===== src/rtl/if_pkg.sv =====
// +------------------------------------------------------------------+
// | if_pkg: shared types and constants for the instruction fetch stage |
// | Rev 1.0                                                            |
// +------------------------------------------------------------------+
`default_nettype none

package if_pkg;

  localparam int DEF_ADDR_W = 32;
  localparam int DEF_DATA_W = 32;

  localparam logic [1:0] ALIGN_MASK = 2'b11;

  typedef enum logic [2:0] {
    IDLE  = 3'd0,
    REQ   = 3'd1,
    DRAIN = 3'd2,
    HOLD  = 3'd3,
    ERR   = 3'd4
  } fetch_state_e;

endpackage

`default_nettype wire


===== src/rtl/if_fetch.sv =====
// +------------------------------------------------------------------+
// | if_fetch: PC-driven instruction fetch with valid/ready decode port |
// | Rev 1.0                                                            |
// +------------------------------------------------------------------+
`default_nettype none

module if_fetch
  import if_pkg::*;
#(
  parameter int ADDR_W = DEF_ADDR_W,
  parameter int DATA_W = DEF_DATA_W
) (
  input  logic              clk,
  input  logic              rst,
  input  logic [ADDR_W-1:0] pc_in,
  output logic              pc_ena,
  input  logic              flush,
  output logic              imem_req,
  output logic [ADDR_W-1:0] imem_addr,
  input  logic              imem_ack,
  input  logic [DATA_W-1:0] imem_rdata,
  output logic              id_valid,
  input  logic              id_ready,
  output logic [DATA_W-1:0] id_instr,
  output logic [ADDR_W-1:0] id_pc,
  output logic              fault
);

  fetch_state_e r_state;
  fetch_state_e w_next_state;
  logic         w_misaligned;
  logic         w_latch_addr;
  logic         w_capture;

  assign w_misaligned = (pc_in[1:0] & ALIGN_MASK) != 2'b00;

  always_comb begin
    w_next_state = r_state;
    w_latch_addr = 1'b0;
    w_capture    = 1'b0;
    // Gated by rst so the PC register never advances in a reset cycle.
    pc_ena       = rst && (r_state == HOLD) && id_ready && !flush;

    case (r_state)
      IDLE: begin
        if (!flush) begin
          if (w_misaligned) begin
            w_next_state = ERR;
          end else begin
            w_next_state = REQ;
            w_latch_addr = 1'b1;
          end
        end
      end
      REQ: begin
        if (flush) begin
          // A flushed request still owes the memory its acknowledge.
          w_next_state = imem_ack ? IDLE : DRAIN;
        end else if (imem_ack) begin
          w_next_state = HOLD;
          w_capture    = 1'b1;
        end
      end
      DRAIN: begin
        if (imem_ack) begin
          w_next_state = IDLE;
        end
      end
      HOLD: begin
        if (flush || id_ready) begin
          w_next_state = IDLE;
        end
      end
      ERR: begin
        if (flush) begin
          w_next_state = IDLE;
        end
      end
      default: w_next_state = IDLE;
    endcase
  end

  // Status outputs are pure functions of the state being entered.
  always_ff @(posedge clk) begin
    if (!rst) begin
      r_state   <= IDLE;
      imem_req  <= 1'b0;
      imem_addr <= '0;
      id_valid  <= 1'b0;
      id_instr  <= '0;
      id_pc     <= '0;
      fault     <= 1'b0;
    end else begin
      r_state  <= w_next_state;
      imem_req <= (w_next_state == REQ) || (w_next_state == DRAIN);
      id_valid <= (w_next_state == HOLD);
      fault    <= (w_next_state == ERR);
      if (w_latch_addr) begin
        imem_addr <= pc_in;
      end
      if (w_capture) begin
        id_instr <= imem_rdata;
        id_pc    <= imem_addr;
      end
    end
  end

endmodule

`default_nettype wire


===== config.mk =====
export PLATFORM = sky130hd
export DESIGN_NAME = if_fetch
export DESIGN_NICKNAME = d
export VERILOG_FILES = /design/src/rtl/if_pkg.sv /design/src/rtl/if_fetch.sv
export SDC_FILE = /design/constraint.sdc
export NUM_CORES = 1
export LEC_CHECK = 0
export BUFFER_PORTS_ARGS = -buffer_cell sky130_fd_sc_hd__buf_2
export CORE_ASPECT_RATIO = 1.4
export CORE_MARGIN = 2
export CORE_UTILIZATION = 40
export DETAILED_ROUTE_END_ITERATION = 12
export PLACE_DENSITY_LB_ADDON = 0.1
export SLEW_MARGIN = 20
export SYNTH_ARGS = -nofsm -noshare
export SYNTH_HDL_FRONTEND = slang
export SYNTH_SLANG_ARGS = --single-unit

===== constraint.sdc =====
create_clock -name clk -period 2.05 [get_ports clk]
set_input_delay 0.41 -clock clk [delete_from_list [all_inputs] [get_ports clk]]
set_output_delay 0.41 -clock clk [all_outputs]
set_load 0.02 [all_outputs]

==> results.yml, run 1 <==
critical_path:
  arrival_ns: 1.43
  slowest_stage: "dfxtp_2"
  crit_chain: "nor3b_1 -> and4_1 -> buf_2"
  critPathMaxStageDelay_ns: 0.42
  start_kind: "register"
  crit_path_end_kind: "output pin"
  cp.required_ns: 1.64
  critPathMaxFanout: 9
  crit_type: "register to output pin"
placed_design:
  portBuffers: 168
  dp_cells: 699
  gp_congestion: 0.812
  hpwlAfterDp_um: 6450
timing:
  slew_violations: 0
  final-setup-viol-count: 0
  hold_viol: 0
  finalCritPeriodShare_pct: 89.7
  fin_tns_setup_ns: 0
  fin_skew_ns: 0.00632
  final.min_clock_period_ns: 1.84
  max_freq_ghz: 0.544
  relSlewSlack_pct: 66.6
  worst_slew_pin_slew_ns: 0.496
  holdWs_ns: 0.306
  rsz0062_at_grt: "false"
synth:
  yosysWarnings: 0
  syn_area_sq_mm: 0.00357
  syn_area_per_cell_sq_um: 7.98
  ys_types: 24
  syn_inst: 447
  synth_fp_nets: 516
  ys_ff_latch: 102
  yosysSeqAreaShare_pct: 57.2
power_and_ir_drop:
  ir_drop_mv: 0.672
  pwr-share-clk_pct: 44.9
  p_leak_uw: 0.00214
  p_sw_uw: 844
  combPwrFrac_pct: 6.0
  p_sw_share_pct: 20.4
  p_int_uw: 3280
  p_total_uw: 4130
  seq_power_share_pct: 49.2
  power.density_mw_per_mm2: 853
detailed_routing:
  num_vias: 3438
  drcViolationCount: 0
  wl_met3_um: 573
  wl_um: 9160
  top_layer_used: "met4"
  drt_first_pass_iters: 4
  ant_nets: 0
  met1Wirelength_um: 3760
  drtIter0Drc: 144
  met2_length_um: 4600
  wl_per_cell_um: 12.8
  viasPerCell: 4.82
global_route:
  grt_pass1_wl_um: 14300
  overflow: 0
  grtUsageTotal_pct: 18.3
  grt_max_degree: 47
  grt_pass1_vias: 3152
  antenna_found_initial: 0
clock_network:
  clk_latency_ns: 0.34
  path_clk_slew_ns: 0.07
  cts_max_level: 3
  cts-root-buf: "clkbuf_16"
  cts_tree: "built"
  post-cts-setup-buffer-count: 0
  cts.sinks: 102
  cts.path.max_buffers: 2
  cts_buffers: 9
cells_and_area:
  fin_util_pct: 56.2
  antennaDiodeCount: 0
  layout_commonest_cell: "nand2_1"
  final_cell_mix: "190 x nand2_1, 168 x buf_2, 101 x dfxtp_1"
  drive_gt1_share_pct: 32.6
  stdcell_count: 713
  filler_cell_count: 855
  fin_nets: 674
  areaGrowthSynthToFinish_pct: 35.6
floorplanning:
  start_util_pct: 41.5
  core_area_sq_mm: 0.00861
  die-area_sq_mm: 0.00970
  rows: 40
  die_h_um: 116
  ioPinCount: 169
  die_w_um: 83.8
run_status:
  status: "completed"
job:
  maxCapViolations: 0
hold_path:
  hp-class: "primary input to register"
## sequential cells by signal, indices dropped and copies added, names as in the netlist
name / flops
fault: 1
id_instr: 32
imem_addr: 32
imem_req: 1
r_state: 3
id_pc: 32
id_valid: 1
## Yosys cell counts, drive strengths merged
cell | instances | area share, %
nor3 | 2 | 0.28
clkinv | 1 | 0.11
a21oi | 96 | 13
nor4 | 2 | 0.53
nand3 | 1 | 0.14
buf | 14 | 2.7
or4 | 1 | 0.21
and3 | 3 | 0.53
or3 | 2 | 0.35
inv | 1 | 0.11
xor2 | 1 | 0.25
nor2 | 4 | 0.42
a221oi | 1 | 0.25
nand2 | 190 | 20
nor3b | 2 | 0.42
and2 | 2 | 0.35
nand2b | 1 | 0.18
mux2i | 1 | 0.28
dfxtp | 102 | 57
clkbuf | 18 | 1.9
o21ai | 1 | 0.14
and4 | 1 | 0.25
## layer usage
layer / vias to the layer above / global-route usage (%)
met3: 16 / 4.63
met5: - / 0
li1: 1766 / -
met2: 116 / 32.6
met4: 0 / 9.25
met1: 1540 / 20.2
## final cells by class
class / count / area (sq um) / share of cell area (%)
multi-input combinational: 311 / 1370 / 28.3
tap: 105 / 131 / 2.71
sequential: 102 / 2040 / 42.2
timing repair buffer: 179 / 961 / 19.9
clock buffer: 9 / 225 / 4.65
inverter: 2 / 7.51 / 0.155
clock inverter: 5 / 100 / 2.07
## path summary, 6_finish.rpt
kind	from	slack (ns)	end	cells after the start
hold / removal	imem_rdata[24]	0.31	id_instr[24]	3
setup / recovery	r_state[0]	0.21	pc_ena	3
setup reg to reg	r_state[1]	0.33	imem_addr[22]	5
hold reg to reg	id_pc[17]	0.45	id_pc[17]	2
## cell families after synthesis
group | after synthesis | share of synthesized area [%]
DFF | 102 | 57.2
and+or+nand+nor | 211 | 23.6
muxes | 1 | 0.281
xor gates and xnor gates | 1 | 0.245
AOI/OAI and AO/OA | 98 | 13.8
buffers and inverters | 34 | 4.77
## through the flow
step / instance area [sq um] / setup slack, ns
2_1_floorplan: 3570 / 0.353
3_3_place_gp: 4510 / 0.115
3_5_place_dp: 4510 / 0.101
4_1_cts: 4840 / 0.0779
5_1_grt: 4840 / 0.108
6_report: 4840 / 0.211
## power groups by stage
stage	Clock [uW]	Sequential (uW)	Combinational [uW]
after floorplan	0	2100	93.6
after global placement	0	2070	246
after detailed placement	0	2070	248
after CTS	1910	2030	249
after global routing	1980	2030	270
final	1850	2030	246
## repair_timing
item | CTS | global route
setup endpoints to repair | 0 | 1
hold buffers | 0 | 0
gates resized for setup | 0 | 1
hold endpoints to repair | 0 | 0
## worst max-delay path, delay by kind of cell, from the launching register on
kind | cells | cell delay [ns]
buffers and inverters | 1 | 0.16
flip-flops | 1 | 0.42
AND/OR/NAND/NOR | 2 | 0.52
Power figures use the tool's default switching activity.
==> inputs of run 2 (changes only) <==
- REMOVE_ABC_BUFFERS: not set -> 1
- SETUP_SLACK_MARGIN: not set -> 0.4
==> run 2 against run 1 <==
  * Combinational power increased by 7%
  * Largest cell class unchanged
  * Highest routed layer unchanged
  * Sequential share of layout area decreased by 0.88 points
  * Clock skew about the same
  * Largest power group unchanged
  * Register-to-register slack improved by 0.04 ns
==> results.yml, run 2 (same netlist as run 1, synthesis figures left out) <==
clock_network:
  cts_tree: "built"
  cts_max_level: 3
  path_clk_slew_ns: 0.07
  cts.sinks: 102
  clk_latency_ns: 0.33
  cts_buffers: 9
  cts-root-buf: "clkbuf_16"
  cts.path.max_buffers: 2
critical_path:
  crit_path_end_kind: "register"
  crit_type: "register to register"
  critPathMaxFanout: 16
  r2r_cells: 4
  start_kind: "register"
  cp.required_ns: 2.28
  reg2reg_slack_ns: 0.37
  arrival_ns: 1.90
cells_and_area:
  fin_util_pct: 57.6
  final_cell_mix: "190 x nand2_1, 167 x buf_2, 100 x dfxtp_1"
  antennaDiodeCount: 0
  drive_gt1_share_pct: 33.3
  layout_commonest_cell: "nand2_1"
  fin_nets: 675
  areaGrowthSynthToFinish_pct: 38.9
  reg_top3: "id_instr x32, id_pc x32, imem_addr x32"
timing:
  setup_ws_ns: 0.375
  rsz0062_at_grt: "true"
  worst_slew_pin_slew_ns: 0.335
  fin_skew_ns: 0.00679
  final.min_clock_period_ns: 1.68
  relSlewSlack_pct: 77.5
  fin_tns_setup_ns: 0
  final-setup-viol-count: 0
  hold_viol: 0
  finalCritPeriodShare_pct: 81.7
  slew_violations: 0
  max_freq_ghz: 0.597
power_and_ir_drop:
  p_sw_share_pct: 20.0
  p_int_uw: 3430
  p_sw_uw: 856
  power.density_mw_per_mm2: 865
  pwr-share-clk_pct: 46.6
  p_total_uw: 4290
  seq_power_share_pct: 47.3
  p_leak_uw: 0.00219
  ir_drop_mv: 0.608
  combPwrFrac_pct: 6.1
detailed_routing:
  viasPerCell: 4.74
  drt_first_pass_iters: 4
  wl_um: 9240
  drtIter0Drc: 196
  wl_per_cell_um: 12.9
  num_vias: 3387
  drcViolationCount: 0
  ant_nets: 0
run_status:
  status: "completed"
floorplanning:
  ioPinCount: 169
  core_area_sq_mm: 0.00861
  start_util_pct: 41.5
  die_h_um: 116
  die_w_um: 83.8
  rows: 40
  die-area_sq_mm: 0.00970
hold_path:
  hp-class: "primary input to register"
  hold_path_depth: 3
placed_design:
  hpwlAfterDp_um: 6180
  gp_congestion: 0.806
  portBuffers: 168
  post-place-ws_ns: 0.0640
global_route:
  grt_pass1_vias: 3191
  grtUsageTotal_pct: 19.0
  overflow: 0
  grt_pass1_wl_um: 14800
  grt_max_degree: 65
  antenna_found_initial: 0
job:
  maxCapViolations: 0
[run 2: cell count changes in the layout (fill, tap and decap cells not counted), moves of 2 or more]
cell,previous run,this run
buf_12,3,5
buf_4,8,6
clkbuf_1,0,2
clkinv_2,2,0
dfxtp_4,0,2
[run 2: stage by stage]
stage,hold WS (ns),instance area [sq um],instances
4_1_cts,0.295,4940,715
5_1_grt,0.295,4960,715
3_5_place_dp,0.444,4520,698
3_3_place_gp,0.439,4520,698
2_1_floorplan,0.532,3410,415
6_report,0.310,4960,715
[run 2: power groups by stage]
stage	combinational [uW]	sequential (uW)	clock (uW)
floorplan	77.1	2100	0
CTS	266	2030	2050
global placement	248	2070	0
finish	263	2030	2000
global route	291	2030	2140
detailed placement	250	2070	0
[run 2: per-layer routing]
layer / global-route usage (%) / vias up / share of wire, %
met5: 0 / - / 0
met4: 6.56 / 0 / 1.6
met3: 6.84 / 11 / 6.8
met2: 33.1 / 104 / 51
met1: 21.6 / 1513 / 41
li1: - / 1759 / -
[run 2: worst paths after layout]
kind / start / end
worst max-delay path: r_state[1] / imem_addr[1]
worst max register to register: r_state[1] / imem_addr[1]
worst min-delay path: imem_rdata[15] / id_instr[15]
worst min register to register: id_instr[7] / id_instr[7]
[run 2: critical path, cell delays in order, from the launching register on]
cell	delay, ns
dfxtp_1	0.32
or3_4	0.40
or4_4	0.48
buf_12	0.18
and3_1	0.17
[run 2: layout make-up]
cell class | instances | area (sq um)
clock buffers | 11 | 233
multi-input cells | 311 | 1400
inverters | 2 | 7.51
repair buffers | 180 | 1020
flip-flops and latches | 102 | 2050
clock inverters | 4 | 120
fillers | 828 | 3650
well taps | 105 | 131
[run 2: what timing repair did]
item,4_1_cts,5_1_grt
hold buffers,0,0
gates resized for setup,11,4
endpoints found under the setup margin,33,95
buffers inserted,1,0
pin swaps,0,1
gates cloned,1,0
